**src/rtl/sync_fifo.sv**
```systemverilog
`default_nettype none
// ============================================================================
// Module      : sync_fifo
// Description : Single-clock first-word-fall-through FIFO with an occupancy
//               count, almost-full/almost-empty flags and a synchronous flush.
//               The head entry is always presented on read_data (0 while
//               empty). Every output is decoded from registered state only.
// Ports       : clock, reset (async, active-high), flush (sync clear)
//               write_data / write_increment      -> push side
//               read_increment / read_data        -> pop side
//               full, almost_full, empty, almost_empty, level -> status
//               overflow, underflow               -> sticky error flags
//                                                    (SYNC_FIFO_ERROR_FLAGS_EN)
// Config      : define SYNC_FIFO_ERROR_FLAGS_EN to add the overflow/underflow
//               outputs; without it rejected requests are silently ignored.
// Revision    : 1.0 - initial release
// ============================================================================
module sync_fifo #(
    parameter int DATA_WIDTH             = 4,
    parameter int ADDRESS_WIDTH          = 5,
    parameter int ALMOST_FULL_THRESHOLD  = 28,
    parameter int ALMOST_EMPTY_THRESHOLD = 4
) (
    input  logic                     clock,
    input  logic                     reset,
    input  logic                     flush,
    input  logic [DATA_WIDTH-1:0]    write_data,
    input  logic                     write_increment,
    output logic                     full,
    output logic                     almost_full,
    input  logic                     read_increment,
    output logic [DATA_WIDTH-1:0]    read_data,
    output logic                     empty,
    output logic                     almost_empty,
    output logic [ADDRESS_WIDTH:0]   level
`ifdef SYNC_FIFO_ERROR_FLAGS_EN
    ,
    output logic                     overflow,
    output logic                     underflow
`endif
);

    localparam int                   c_DEPTH     = 2 ** ADDRESS_WIDTH;
    localparam logic [ADDRESS_WIDTH:0] c_DEPTH_L = (ADDRESS_WIDTH + 1)'(c_DEPTH);
    localparam logic [ADDRESS_WIDTH:0] c_ONE     = (ADDRESS_WIDTH + 1)'(1);
    localparam logic [ADDRESS_WIDTH:0] c_AF_L    = (ADDRESS_WIDTH + 1)'(ALMOST_FULL_THRESHOLD);
    localparam logic [ADDRESS_WIDTH:0] c_AE_L    = (ADDRESS_WIDTH + 1)'(ALMOST_EMPTY_THRESHOLD);

    // Thresholds must lie within 0..depth; anything else is a build error.
    generate
        if (ALMOST_FULL_THRESHOLD < 0 || ALMOST_FULL_THRESHOLD > c_DEPTH) begin : g_af_range_error
            $error("sync_fifo: ALMOST_FULL_THRESHOLD out of range 0..2**ADDRESS_WIDTH");
        end
        if (ALMOST_EMPTY_THRESHOLD < 0 || ALMOST_EMPTY_THRESHOLD > c_DEPTH) begin : g_ae_range_error
            $error("sync_fifo: ALMOST_EMPTY_THRESHOLD out of range 0..2**ADDRESS_WIDTH");
        end
    endgenerate

    // Pointers carry one extra MSB so they wrap naturally; storage uses the
    // low ADDRESS_WIDTH bits.
    logic [ADDRESS_WIDTH:0]  write_ptr_q, write_ptr_d;
    logic [ADDRESS_WIDTH:0]  read_ptr_q,  read_ptr_d;
    logic [ADDRESS_WIDTH:0]  level_q,     level_d;
    logic [DATA_WIDTH-1:0]   mem_q [c_DEPTH];

    logic                    w_push;
    logic                    w_pop;

    // Status flags decode the registered level only.
    assign full         = (level_q == c_DEPTH_L);
    assign empty        = (level_q == '0);
    assign almost_full  = (level_q >= c_AF_L);
    assign almost_empty = (level_q <= c_AE_L);
    assign level        = level_q;

    // Head entry is forced to zero while empty so stale storage never leaks.
    assign read_data = empty ? '0 : mem_q[read_ptr_q[ADDRESS_WIDTH-1:0]];

    // Acceptance uses full/empty as they stand at the start of the cycle, so
    // a push into an empty FIFO never bypasses to a same-cycle pop.
    assign w_push = write_increment && !full;
    assign w_pop  = read_increment  && !empty;

    always_comb begin
        write_ptr_d = write_ptr_q;
        read_ptr_d  = read_ptr_q;
        level_d     = level_q;
        if (flush) begin
            write_ptr_d = '0;
            read_ptr_d  = '0;
            level_d     = '0;
        end else begin
            if (w_push) begin
                write_ptr_d = write_ptr_q + c_ONE;
            end
            if (w_pop) begin
                read_ptr_d = read_ptr_q + c_ONE;
            end
            case ({w_push, w_pop})
                2'b10:   level_d = level_q + c_ONE;
                2'b01:   level_d = level_q - c_ONE;
                default: level_d = level_q;
            endcase
        end
    end

    always_ff @(posedge clock or posedge reset) begin
        if (reset) begin
            write_ptr_q <= '0;
            read_ptr_q  <= '0;
            level_q     <= '0;
        end else begin
            write_ptr_q <= write_ptr_d;
            read_ptr_q  <= read_ptr_d;
            level_q     <= level_d;
        end
    end

    // Storage is deliberately not reset; flush also leaves it untouched.
    always_ff @(posedge clock) begin
        if (w_push && !flush) begin
            mem_q[write_ptr_q[ADDRESS_WIDTH-1:0]] <= write_data;
        end
    end

`ifdef SYNC_FIFO_ERROR_FLAGS_EN
    logic overflow_q,  overflow_d;
    logic underflow_q, underflow_d;

    always_comb begin
        overflow_d  = overflow_q;
        underflow_d = underflow_q;
        if (flush) begin
            overflow_d  = 1'b0;
            underflow_d = 1'b0;
        end else begin
            overflow_d  = overflow_q  | (write_increment && full);
            underflow_d = underflow_q | (read_increment  && empty);
        end
    end

    always_ff @(posedge clock or posedge reset) begin
        if (reset) begin
            overflow_q  <= 1'b0;
            underflow_q <= 1'b0;
        end else begin
            overflow_q  <= overflow_d;
            underflow_q <= underflow_d;
        end
    end

    assign overflow  = overflow_q;
    assign underflow = underflow_q;
`endif

endmodule
`default_nettype wire

```
**config.mk**
```make
export PLATFORM = sky130hd
export DESIGN_NAME = sync_fifo
export DESIGN_NICKNAME = d
export VERILOG_FILES = /design/src/rtl/sync_fifo.sv
export SDC_FILE = /design/constraint.sdc
export NUM_CORES = 1
export LEC_CHECK = 0
export ABC_CLOCK_PERIOD_IN_PS = 6400
export CAP_MARGIN = 20
export CORE_MARGIN = 3
export CORE_UTILIZATION = 65
export DETAILED_ROUTE_END_ITERATION = 12
export PLACE_DENSITY_LB_ADDON = 0.05
export SETUP_SLACK_MARGIN = 0.4
export SYNTH_ARGS = -nofsm -noshare
export SYNTH_HDL_FRONTEND = slang
export SYNTH_SLANG_ARGS = --single-unit
```
**constraint.sdc**
```tcl
create_clock -name clock -period 6.4 [get_ports clock]
set_input_delay 1.28 -clock clock [delete_from_list [all_inputs] [get_ports clock]]
set_output_delay 1.28 -clock clock [all_outputs]
set_load 0.03 [all_outputs]
```
# ---- Yosys cells after proc, flatten, opt, wreduce, memory -nomap -nowiden
# Memories as Yosys holds them, arrays and structs flattened.
# Index checks and enable logic that the tools add are counted.
dict set report totals {
  ram_bits 128
  rom_bits 0
  mem_count 1
  wordCells 32
  latchBits 0
  ff_bits 18
}
# name words width read_ports rd_clocked_by_memory_dff write_ports line_no
set memory_table {}
lappend memory_table {mem_q 32 4 1 0 1 64} ;# logic [DATA_WIDTH-1:0] mem_q [c_DEPTH];
dict set report classes {
  muxes 9
  n_div 0
  order_cmp 2
  shift 0
  n_eq_ne 3
  multipliers 0
  n_reduce_logical 10
  n_bitwise 0
  addsub 4
}
# operator n
set ops {}
lappend ops {{2-to-1 mux 6 bit} 5}
lappend ops {{adder 6 x 1 -> 6 bit (second input constant)} 3}
lappend ops {{one-hot mux 6 bit (2 select lines)} 1}
lappend ops {{equality test 6 bit (second input constant)} 1}
lappend ops {{greater-or-equal comparator 6 x 5 -> 1 bit (second input constant)} 1}
lappend ops {{<= comparator 6 x 3 -> 1 bit (second input constant)} 1}
lappend ops {{zero test 6 bit} 1}
lappend ops {{subtractor 6 x 1 -> 6 bit (second input constant)} 1}
lappend ops {{2-to-1 mux 4 bit} 1}
lappend ops {{nonzero test 2 bit} 2}
lappend ops {{logical AND 1 bit} 3}
lappend ops {{zero test 1 bit} 3}
lappend ops {{nonzero test 3 bit} 1}
lappend ops {{equality test 2 x 1 -> 1 bit (second input constant)} 1}
lappend ops {{equality test 2 bit (second input constant)} 1}
lappend ops {{2-to-1 mux 1 bit} 2}

# ---- Logic depth before layout (Yosys ltp)
# Gate-level depths: netlist of run 1.
dict set report logic_depth {
  word_depth 6
  depth_mapped 12
  depth_no_buf 10
}

# ---- Worst setup path after synthesis of run 1
# No wires, ideal clock.
dict set report synth_timing {
  path_type {register -> output}
  from {register read_ptr_q[1]}
  to {output port read_data[0]}
  n_path_buf 3
  path_slack_ps 2777
  required_time_ps 5120
  stages_incl_launch_ff 8
  arrival_time_ps 2343
  cell_sequence {dfrtp_1 > buf_2 > clkbuf_1 > buf_1 > mux4_2 > mux2i_1 > and3_1 > nor3_1}
}
dict set report synth_between {
  elab_chain_len 2
}
# item line_no
set synth_lines {}
lappend synth_lines {{start: declaration} 62} ;# logic [ADDRESS_WIDTH:0] read_ptr_q, read_ptr_d;
lappend synth_lines {{start signal: assignment} 114} ;# read_ptr_q <= read_ptr_d;
lappend synth_lines {{memory read (32 x 4 bit)} --}
lappend synth_lines {{2-to-1 mux 4 bit} 77} ;# assign read_data = empty ? '0 : mem_q[read_ptr_q[ADDRESS_WIDTH-1:0]];
lappend synth_lines {{end: declaration} 32} ;# output logic [DATA_WIDTH-1:0] read_data,
# Every way passes these cells.

# ---- Final worst setup path of run 1
dict set report layout_timing {
  from {register read_ptr_q[0]}
  to {output port read_data[0]}
}
# Same word-level chain as after synthesis.

==> results of run 1 <==
sequential cells by signal, indices dropped and copies added (netlist names):
name	cells
mem_q	128
level	6
read_ptr_q	5
write_ptr_q	5
synthesized netlist by cell type (7+ instances only):
cell,instances,area share
mux4_2,36,0.13
nand2_1,15,0.0092
xor2_1,9,0.013
dfrtp_1,16,0.065
clkbuf_1,8,0.0049
edfxtp_1,128,0.63
ha_1,8,0.016
mux2i_1,7,0.011
nor3_1,10,0.0082
nor2_1,51,0.031
final cells by class:
cell class | instances | share of cell area
Clock inverter | 14 | 0.0217
Inverter | 6 | 0.00318
Tap cell | 108 | 0.0191
Multi-Input combinational cell | 191 | 0.251
Sequential cell | 144 | 0.600
Timing Repair Buffer | 28 | 0.0470
Clock buffer | 17 | 0.0585
critical path, cell delays in order, from the launching register on:
cell	delay, ps
dfrtp_2	500
buf_12	290
mux4_2	540
mux4_2	530
o22ai_1	180
nor3_1	70
clkdlybuf4s50_1	600
power groups by stage:
| stage | clock (mW) | combinational (mW) | sequential [mW] |
|---|---|---|---|
| 6_report | 0.942 | 0.655 | 1.09 |
| 5_1_grt | 0.994 | 0.710 | 1.10 |
| 4_1_cts | 0.951 | 0.614 | 1.12 |
| 3_5_place_dp | 0 | 0.609 | 1.14 |
| 3_3_place_gp | 0 | 0.593 | 1.14 |
| 2_1_floorplan | 0 | 0.456 | 1.11 |
path summary, 6_finish.rpt:
path                           startpoint              to  slack (ps)  cells after the start
max                         read_ptr_q[0]    read_data[0]        1890                      6
min                        write_ptr_q[1]  write_ptr_q[1]         600                      2
max reg2reg                      level[1]        level[4]        3400                      9
min reg2reg                write_ptr_q[1]  write_ptr_q[1]         600                      2
max in group asynchronous           reset   read_ptr_q[0]        4800                      2
min in group asynchronous           reset        level[3]        1150                      2
layer usage:
metal,up-vias,share of wire,GRT usage
met5,-,0,0
li1,1466,-,-
met2,131,0.51,0.399
met1,1645,0.41,0.334
met3,14,0.063,0.0644
met4,0,0.012,0.0787
per-stage QoR:
| stage | std cells | utilization | hold WS (ps) | area (um^2) |
|---|---|---|---|---|
| after global placement | 472 | 0.717 | 578 | 6400 |
| after detailed placement | 472 | 0.717 | 587 | 6400 |
| after floorplan | 361 | - | 551 | 6140 |
| after CTS | 503 | 0.781 | 596 | 6970 |
| after global routing | 508 | 0.792 | 631 | 7080 |
| final | 508 | 0.792 | 604 | 7080 |
kinds of logic (layout without fill, tap and decap cells):
| group | count (synthesis) | in the layout | synth area share |
|---|---|---|---|
| AOI/OAI and AO/OA | 22 | 22 | 0.0277 |
| xor gates and xnor gates | 12 | 12 | 0.0171 |
| adders and majority gates | 8 | 8 | 0.0163 |
| buffers and inverters | 26 | 65 | 0.0196 |
| DFF | 144 | 144 | 0.691 |
| muxes | 47 | 47 | 0.151 |
| and+or+nand+nor | 102 | 102 | 0.0770 |
==> metrics.md, run 1 <==
| Metric | Value |
|---|---|
| Run status | `finished clean` |
| Number of synthesized flops with an enable pin | `128` |
| Number of hold buffers added after cts | `0` |
| Worst slew pin tran | `826 ps` |
| Distinct cell type count of the synthesized netlist | `42` |
| Critical path data arrival time | `3230 ps` |
| Most common cell after layout, fill and taps aside | `edfxtp_1` |
| # clock sinks | `144` |
| Hold/Removal Path Class | `flip-flop to flip-flop` |
| Count of nets after finishing | `405` |
| Portion of total power attributed to sequential cells | `0.406` |
| Global Route Usage Sum | `0.247` |
| Pin count of the biggest net entering global routing | `36` |
| Overall power consumption | `2.69 mW` |
| ANT nets after route | `0` |
| Count of routing violations after the opening detailed-route iteration | `242` |
| Placement row count | `34` |
| Clk_skew | `8.22 ps` |
| Placement Setup Slack | `1960 ps` |
| Total of buffers placed on input and output ports | `22` |
| Fmax achieved | `0.222 GHz` |
| Primary FF master, synth | `edfxtp_1` |
| Setup repair after global routing missed its margin | `no` |
| Gate count of the mapped netlist | `361` |
| Half-perimeter wire length after detailed placement | `7.46 mm` |
| Clock latency of the later-clocked register in the worst-skew pair | `510 ps` |
| Mapped cell area | `0.00614 mm^2` |
| Sw power | `776 uW` |
| CP required | `5120 ps` |
| GR Overflow Total | `0` |
| Antenna Cells | `0` |
| Register area share after synthesis | `0.691` |
| Highest-count cells in the layout ignoring fill and taps | `edfxtp_1, nor2_1, mux4_2` |
| Worst vdd ir | `244 uV` |
| Flops & latches, synth | `144` |
| Share of final-layout standard cells stronger than drive strength 1 | `0.208` |
| Final-report setup violation count | `0` |
| Clk pin slew, worst setup/hold paths | `60 ps` |
| Floorplan die width | `103 um` |
| Starting density of the core | `0.687` |
| Number of buffers inserted to repair setup after CTS | `0` |
| Count of boundary I/O pins | `23` |
| Last weighted congestion value of the routability-driven placer | `0.827` |
| Sort of element at the end of the critical path | `primary output` |
| Power share of the clock group | `0.351` |
| TritonCTS clock tree | `yes` |
| Number of search-and-repair iterations in the first detailed-routing pass | `4` |
| Yosys warning count | `0` |
| Syn_nets | `378` |
| Antenna violations before repair | `0` |
| Fill cell total of the finished layout | `484` |
| Period utilisation layout | `0.704` |
| Floorplan die area | `0.0106 mm^2` |
| Footprint of the flip-flops and latches | `0.00425 mm^2` |
| Worst-case setup margin in the final layout | `1890 ps` |
| Cts repair resizes | `0` |
| Die boundary height | `103 um` |
| Synthesized area divided by synthesized cell count | `17.0 um^2` |
| Kind of launch point of the worst setup path | `flip-flop` |
| Async set-or-reset flop fraction in the synthesized netlist | `0.111` |
| Via count of the first global-routing pass | `3404` |
| Routed WL | `11.8 mm` |
| Static leakage | `2.36 nW` |
| Switching power as a share of total power | `0.289` |
| Vias per cell | `6.41` |
| Library cell used as clock root buffer | `clkbuf_8` |
| Area of the core | `0.00893 mm^2` |
| Signed area change from the synthesized netlist to the final layout | `15.3%` |
| Number of vias after detailed routing | `3256` |
| Hold violation total from the final report | `0` |
| Total clock buffers created by CTS | `17` |
| Power Internal | `1.91 mW` |
| Average wire length per cell after detail routing | `23.2 um` |
| Crit Path Category | `flip-flop to primary output` |
| Max cap viols | `0` |
| Aggregate negative setup slack | `0 ps` |
| Pins over their slew limit | `0` |
| Power per cell area | `380 mW/mm^2` |
| H-tree Lvls | `4` |
| Wire length of the first global-routing pass | `18.9 mm` |
| Fin crit period | `4510 ps` |
| DRC violations left | `0` |
| Headroom to the max-slew limit | `0.450` |
| Combined area of the multi-input logic cells | `0.00177 mm^2` |
| Combinational power share | `0.244` |
| Critical-path maximum fanout | `29` |
| Number of buffers on the longest clock path | `2` |
Note: power is estimated with default switching activity, not from simulation.
==> run 2: changes to the inputs <==
--- a/config.mk
+++ b/config.mk
@@ -5,10 +5,10 @@
 export SDC_FILE = /design/constraint.sdc
 export NUM_CORES = 1
 export LEC_CHECK = 0
-export ABC_CLOCK_PERIOD_IN_PS = 6400
+export ABC_CLOCK_PERIOD_IN_PS = 4390
 export CAP_MARGIN = 20
 export CORE_MARGIN = 3
-export CORE_UTILIZATION = 65
+export CORE_UTILIZATION = 60
 export DETAILED_ROUTE_END_ITERATION = 12
 export PLACE_DENSITY_LB_ADDON = 0.05
 export SETUP_SLACK_MARGIN = 0.4
==> constraint.sdc (replaced) <==
create_clock -name clock -period 4.39 [get_ports clock]
set_input_delay 0.878 -clock clock [delete_from_list [all_inputs] [get_ports clock]]
set_output_delay 0.878 -clock clock [all_outputs]
set_load 0.03 [all_outputs]
==> run 2 against run 1 <==
Hold slack worse by 4.2 ps. Core utilization is 6.3 points lower. Critical path type unchanged. Largest power group unchanged. First-iteration DRC count is 12% lower. Sequential power is 48% higher. Critical path depth stayed put. Register-to-register slack worse by 2100 ps. Combinational power is 51% higher.
==> metrics.md, run 2 (synthesis results as in run 1) <==
| Metric | Value |
|---|---|
| Routed WL | `12.3 mm (+4.3%)` |
| Flip-flop count of the largest register, all copies and words added | `128 (unchanged)` |
| Aggregate negative setup slack | `0 ps (unchanged)` |
| Critical-path maximum fanout | `4 (-86%)` |
| Combinational power share | `0.247 (+0.003)` |
| Total clock buffers created by CTS | `17 (unchanged)` |
| Vias per cell | `6.03 (-5.9%)` |
| Final cell count without fillers | `541 (+6.5%)` |
| Floorplan die area | `0.0115 mm^2 (+7.8%)` |
| Pins over their slew limit | `0 (unchanged)` |
| Share of final-layout standard cells stronger than drive strength 1 | `0.223 (+0.0155)` |
| # clock sinks | `144 (unchanged)` |
| Last weighted congestion value of the routability-driven placer | `0.769 (-7.0%)` |
| Power share of the clock group | `0.350 (about the same)` |
| Antenna violations before repair | `0 (unchanged)` |
| Area of the core | `0.00986 mm^2 (+10%)` |
| Worst slew pin tran | `736 ps (-90.1 ps)` |
| Run status | `finished clean` |
| Sort of element at the end of the critical path | `primary output` |
| Power Internal | `2.86 mW (+50%)` |
| Highest-count cells in the layout ignoring fill and taps | `edfxtp_1, nor2_1, mux4_2` |
| Number of search-and-repair iterations in the first detailed-routing pass | `4 (unchanged)` |
| Total of buffers placed on input and output ports | `22 (unchanged)` |
| Most common cell after layout, fill and taps aside | `edfxtp_1` |
| Signed area change from the synthesized netlist to the final layout | `17.1%` |
| Number of vias after detailed routing | `3263 (+0.21%)` |
| GR Overflow Total | `0 (unchanged)` |
| Crit Path Category | `flip-flop to primary output` |
| DRC violations left | `0 (unchanged)` |
| Post-placement cell area | `0.00648 mm^2 (+1.2%)` |
| Number of hold buffers added after cts | `0 (unchanged)` |
| Antenna Cells | `0 (unchanged)` |
| Floorplan die width | `107 um (+3.8%)` |
| CP required | `3510 ps (-1610 ps)` |
| Die boundary height | `107 um (+3.8%)` |
| Count of routing violations after the opening detailed-route iteration | `214 (-12%)` |
| Clk pin slew, worst setup/hold paths | `60 ps (about the same)` |
| Critical Path Source | `read_ptr_q[0]` |
| Headroom to the max-slew limit | `0.506 (+0.0566)` |
| Period utilisation layout | `0.891` |
| Fmax achieved | `0.256 GHz` |
| Via count of the first global-routing pass | `3467 (+1.9%)` |
| Count of nets after finishing | `412 (+1.7%)` |
| Setup repair after global routing missed its margin | `no` |
| Cell Count Post-Placement | `503 (+6.6%)` |
| Portion of total power attributed to sequential cells | `0.402 (-0.004)` |
| Placement row count | `36 (+5.9%)` |
| Max cap viols | `0 (unchanged)` |
| Library cell used as clock root buffer | `clkbuf_8` |
| Clock latency of the later-clocked register in the worst-skew pair | `510 ps (about the same)` |
| Clk_skew | `7.87 ps (-0.357 ps)` |
| Hold violation total from the final report | `0 (unchanged)` |
| Fin crit period | `3910 ps` |
| Pin count of the biggest net entering global routing | `33 (-8.3%)` |
| Final-report setup violation count | `0 (unchanged)` |
| Half-perimeter wire length after detailed placement | `7.52 mm (+0.72%)` |
| Wire length of the first global-routing pass | `19.6 mm (+3.5%)` |
| TritonCTS clock tree | `yes` |
| Hold/Removal Path Class | `flip-flop to flip-flop` |
| Count of boundary I/O pins | `23 (unchanged)` |
| Global Route Usage Sum | `0.238 (-0.00877)` |
| Critical path data arrival time | `3030 ps (-200 ps)` |
| RR Startpoint | `level[1]` |
| Starting density of the core | `0.622 (-0.0648)` |
| Switching power as a share of total power | `0.283 (-0.00609)` |
| Sw power | `1.13 mW (+45%)` |
| Smallest hold slack | `599 ps (-4.24 ps)` |
| Average wire length per cell after detail routing | `22.7 um (-2.0%)` |
| Worst Min Path Start | `write_ptr_q[0]` |
| Worst vdd ir | `396 uV (+62%)` |
| Power per cell area | `555 mW/mm^2 (+46%)` |
| Kind of launch point of the worst setup path | `flip-flop` |
| H-tree Lvls | `4 (unchanged)` |
| Static leakage | `2.44 nW (+3.6%)` |
| Final cell area excluding filler cells | `0.00719 mm^2 (+1.6%)` |
| ANT nets after route | `0 (unchanged)` |
| Number of buffers on the longest clock path | `2 (unchanged)` |
==> run 2: cell types whose count changed in the layout (fill, tap and decap cells not counted), moves of 2 or more <==
cell	before	now
buf_8	2	0
clkdlybuf4s50_1	22	19
buf_6	0	2
inv_6	6	2
buf_4	1	7
clkinv_2	0	3
dlymetal6s2s_1	0	3
==> run 2: per-layer routing <==
metal  GRT usage  wire length, um
met4      0.0813              172
met2       0.377             6230
met1       0.318             5020
met3      0.0722              868
met5           0                0
==> run 2: layout make-up <==
class / count / area (um^2)
Clock buffer: 18 / 418
Clock inverter: 14 / 165
Fill cell: 601 / 2670
Inverter: 6 / 22.5
Multi-Input combinational cell: 191 / 1770
Sequential cell: 144 / 4250
Tap cell: 133 / 166
Timing Repair Buffer: 35 / 395
==> run 2: worst max-delay path: stages, from the launching register on <==
cell,delay (ps)
dfrtp_4,510
buf_12,150
mux4_2,440
mux4_2,510
o22ai_1,250
nor3_1,70
clkdlybuf4s50_1,590
==> run 2: power by group through the flow <==
| stage | Clock (mW) | Sequential, mW | Combinational [mW] |
|---|---|---|---|
| 6_report | 1.40 | 1.61 | 0.988 |
| 5_1_grt | 1.48 | 1.62 | 1.07 |
| 4_1_cts | 1.42 | 1.61 | 0.988 |
| 3_5_place_dp | 0 | 1.66 | 0.918 |
| 3_3_place_gp | 0 | 1.66 | 0.900 |
| 2_1_floorplan | 0 | 1.62 | 0.665 |
==> run 2: path summary, 6_finish.rpt <==
path / to / slack [ps] / cells after the start
worst max-delay path: read_data[0] / 480 / 6
min in group asynchronous: level[5] / 750 / 2
worst max register to register: level[4] / 1350 / 9
worst min register to register: write_ptr_q[0] / 600 / 2
max in group asynchronous: read_ptr_q[0] / 3140 / 2
worst min-delay path: write_ptr_q[0] / 600 / 2
==> run 2: repair_timing <==
item,4_1_cts,5_1_grt
endpoints found under the setup margin,4,3
pin swaps,0,0
gates resized for setup,2,3
buffers inserted,3,0
==> run 2: metrics by stage <==
| step | worst slack [ps] | util | total power [mW] |
|---|---|---|---|
| 5_1_grt | 400 | 0.729 | 4.16 |
| 6_report | 477 | 0.729 | 3.99 |
| 4_1_cts | 437 | 0.722 | 4.01 |
| 3_3_place_gp | 734 | 0.657 | 2.56 |
| 2_1_floorplan | 1170 | - | 2.29 |
| 3_5_place_dp | 702 | 0.657 | 2.57 |
==> run 3: changes to the inputs <==
--- a/config.mk
+++ b/config.mk
@@ -6,12 +6,15 @@
 export NUM_CORES = 1
 export LEC_CHECK = 0
 export ABC_CLOCK_PERIOD_IN_PS = 4390
-export CAP_MARGIN = 20
+export CAP_MARGIN = 15
+export CELL_PAD_IN_SITES_DETAIL_PLACEMENT = 1
+export CELL_PAD_IN_SITES_GLOBAL_PLACEMENT = 2
 export CORE_MARGIN = 3
-export CORE_UTILIZATION = 60
+export CORE_UTILIZATION = 46
 export DETAILED_ROUTE_END_ITERATION = 12
 export PLACE_DENSITY_LB_ADDON = 0.05
 export SETUP_SLACK_MARGIN = 0.4
+export SLEW_MARGIN = 20
 export SYNTH_ARGS = -nofsm -noshare
 export SYNTH_HDL_FRONTEND = slang
 export SYNTH_SLANG_ARGS = --single-unit
==> run 3 against run 2 <==
Non-clock buffer count is 4 lower. Count of clock-buffer cells in the layout is 1 higher. Critical path type unchanged. Global-route usage is 3.8 points lower.
==> metrics.md, run 3 (synthesis results as in run 1) <==
| Metric | Value |
|---|---|
| Run status | `finished clean` |
| Antenna Cells | `0 (unchanged)` |
| Pin count of the biggest net entering global routing | `33 (unchanged)` |
| TritonCTS clock tree | `yes` |
| Count of boundary I/O pins | `23 (unchanged)` |
| Final-report setup violation count | `0 (unchanged)` |
| Floorplan die area | `0.0148 mm^2 (+29%)` |
| Combined area of the multi-input logic cells | `0.00177 mm^2 (unchanged)` |
| Crit Path Category | `flip-flop to primary output` |
| Fill cell total of the finished layout | `1175 (+96%)` |
| Clk_skew | `13.9 ps (+6.07 ps)` |
| Sort of element at the end of the critical path | `primary output` |
| Number of search-and-repair iterations in the first detailed-routing pass | `4 (unchanged)` |
| Count of nets after finishing | `408 (-0.97%)` |
| Global Route Usage Sum | `0.200 (-0.0381)` |
| Critical-path maximum fanout | `10 (+6)` |
| Number of buffers on the longest clock path | `2 (unchanged)` |
| Share of final-layout standard cells stronger than drive strength 1 | `0.221 (-0.00220)` |
| Floorplan die width | `122 um (+13%)` |
| Flip-flop count of the largest register, all copies and words added | `128 (unchanged)` |
| Wire length of the first global-routing pass | `21.1 mm (+7.5%)` |
| Total of buffers placed on input and output ports | `22 (unchanged)` |
| GR Overflow Total | `0 (unchanged)` |
| Count of routing violations after the opening detailed-route iteration | `244 (+14%)` |
| Max cap viols | `0 (unchanged)` |
| Number of vias after detailed routing | `3229 (-1.0%)` |
| Kind of launch point of the worst setup path | `flip-flop` |
| Last weighted congestion value of the routability-driven placer | `0.755 (-1.8%)` |
| Power per cell area | `565 mW/mm^2 (+1.7%)` |
| Antenna violations before repair | `0 (unchanged)` |
| Highest-count cells in the layout ignoring fill and taps | `edfxtp_1, nor2_1, mux4_2` |
| Total clock buffers created by CTS | `17 (unchanged)` |
| Signed area change from the synthesized netlist to the final layout | `16.5%` |
| Starting density of the core | `0.479 (-0.144)` |
| Clock latency of the later-clocked register in the worst-skew pair | `420 ps (-90 ps)` |
| # clock sinks | `144 (unchanged)` |
| Vias per cell | `5.62 (-6.9%)` |
| Most common cell after layout, fill and taps aside | `edfxtp_1` |
| Combinational power share | `0.248 (about the same)` |
| Static leakage | `2.37 nW (-2.9%)` |
| Average wire length per cell after detail routing | `23.2 um (+2.0%)` |
| Placement row count | `41 (+14%)` |
| Area of the core | `0.0128 mm^2 (+30%)` |
| Worst vdd ir | `297 uV (-25%)` |
| DRC violations left | `0 (unchanged)` |
| Period utilisation layout | `0.879 (-0.0125)` |
| Clk pin slew, worst setup/hold paths | `60 ps (about the same)` |
| Fin crit period | `3860 ps (-54.9 ps)` |
| Library cell used as clock root buffer | `clkbuf_16` |
| Smallest hold slack | `590 ps (-9.53 ps)` |
| Die boundary height | `122 um (+13%)` |
| Hold violation total from the final report | `0 (unchanged)` |
| Pins over their slew limit | `0 (unchanged)` |
| Critical path data arrival time | `2980 ps (-50 ps)` |
| Footprint of the flip-flops and latches | `0.00425 mm^2 (about the same)` |
| Worst slew pin tran | `743 ps (+7.53 ps)` |
| ANT nets after route | `0 (unchanged)` |
| Sw power | `1.15 mW (+1.7%)` |
| Portion of total power attributed to sequential cells | `0.394 (-0.008)` |
| Fmax achieved | `0.259 GHz (+1.4%)` |
| Routed WL | `13.3 mm (+8.4%)` |
| Hold/Removal Path Class | `flip-flop to flip-flop` |
| Via count of the first global-routing pass | `3515 (+1.4%)` |
| Aggregate negative setup slack | `0 ps (unchanged)` |
| CP required | `3510 ps (about the same)` |
| Setup repair after global routing missed its margin | `no` |
| Power Internal | `2.89 mW (+0.95%)` |
| Switching power as a share of total power | `0.284 (+0.00141)` |
| Power share of the clock group | `0.358 (+0.008)` |
| Half-perimeter wire length after detailed placement | `8.62 mm (+15%)` |
| Headroom to the max-slew limit | `0.501 (-0.00505)` |
| H-tree Lvls | `4 (unchanged)` |
[run 3: critical path: stages, from the launching register on]
cell	delay, ps
dfrtp_4	460
buf_6	200
mux4_2	540
mux4_2	500
o22ai_1	170
nor3_1	70
clkdlybuf4s50_1	610
[run 3: power groups by stage]
stage | combinational (mW) | clock (mW) | sequential [mW]
floorplan | 0.665 | 0 | 1.62
global placement | 0.942 | 0 | 1.64
detailed placement | 0.949 | 0 | 1.65
CTS | 1.02 | 1.46 | 1.59
global route | 1.08 | 1.54 | 1.60
finish | 1.00 | 1.45 | 1.59
[run 3: routing by layer]
layer,share of wire,track usage
met3,0.043,0.0438
met1,0.43,0.268
met2,0.51,0.327
met4,0.013,0.0672
met5,0,0
[run 3: area by class of cell]
type,count,area share
flip-flops and latches,144,0.594
well taps,172,0.0301
repair buffers,31,0.0415
clock inverters,12,0.0224
multi-input cells,191,0.248
inverters,6,0.00315
clock buffers,19,0.0606
[run 3: what timing repair did]
item,in CTS,in global routing
resized for setup,1,0
endpoints found under the setup margin,4,0
buffers inserted,3,0
hold buffers,0,0
[run 3: stage by stage]
step | instances | power (mW) | setup WS, ps | cell area (um^2) | utilization
global route | 575 | 4.22 | 421 | 7150 | 0.557
finish | 575 | 4.04 | 532 | 7150 | 0.557
CTS | 575 | 4.07 | 529 | 7170 | 0.559
global placement | 541 | 2.59 | 655 | 6520 | 0.509
floorplan | 361 | 2.29 | 1170 | 6140 | -
detailed placement | 541 | 2.60 | 578 | 6520 | 0.509
[run 3: worst paths after layout]
kind / from / end / slack (ps) / cells past startpoint
hold / removal: write_ptr_q[1] / write_ptr_q[1] / 590 / 2
setup reg to reg: level[1] / level[4] / 1310 / 9
setup / recovery: read_ptr_q[0] / read_data[3] / 530 / 6
max in group asynchronous: reset / read_ptr_q[0] / 3020 / 2
min in group asynchronous: reset / read_ptr_q[0] / 870 / 2
hold reg to reg: write_ptr_q[1] / write_ptr_q[1] / 590 / 2
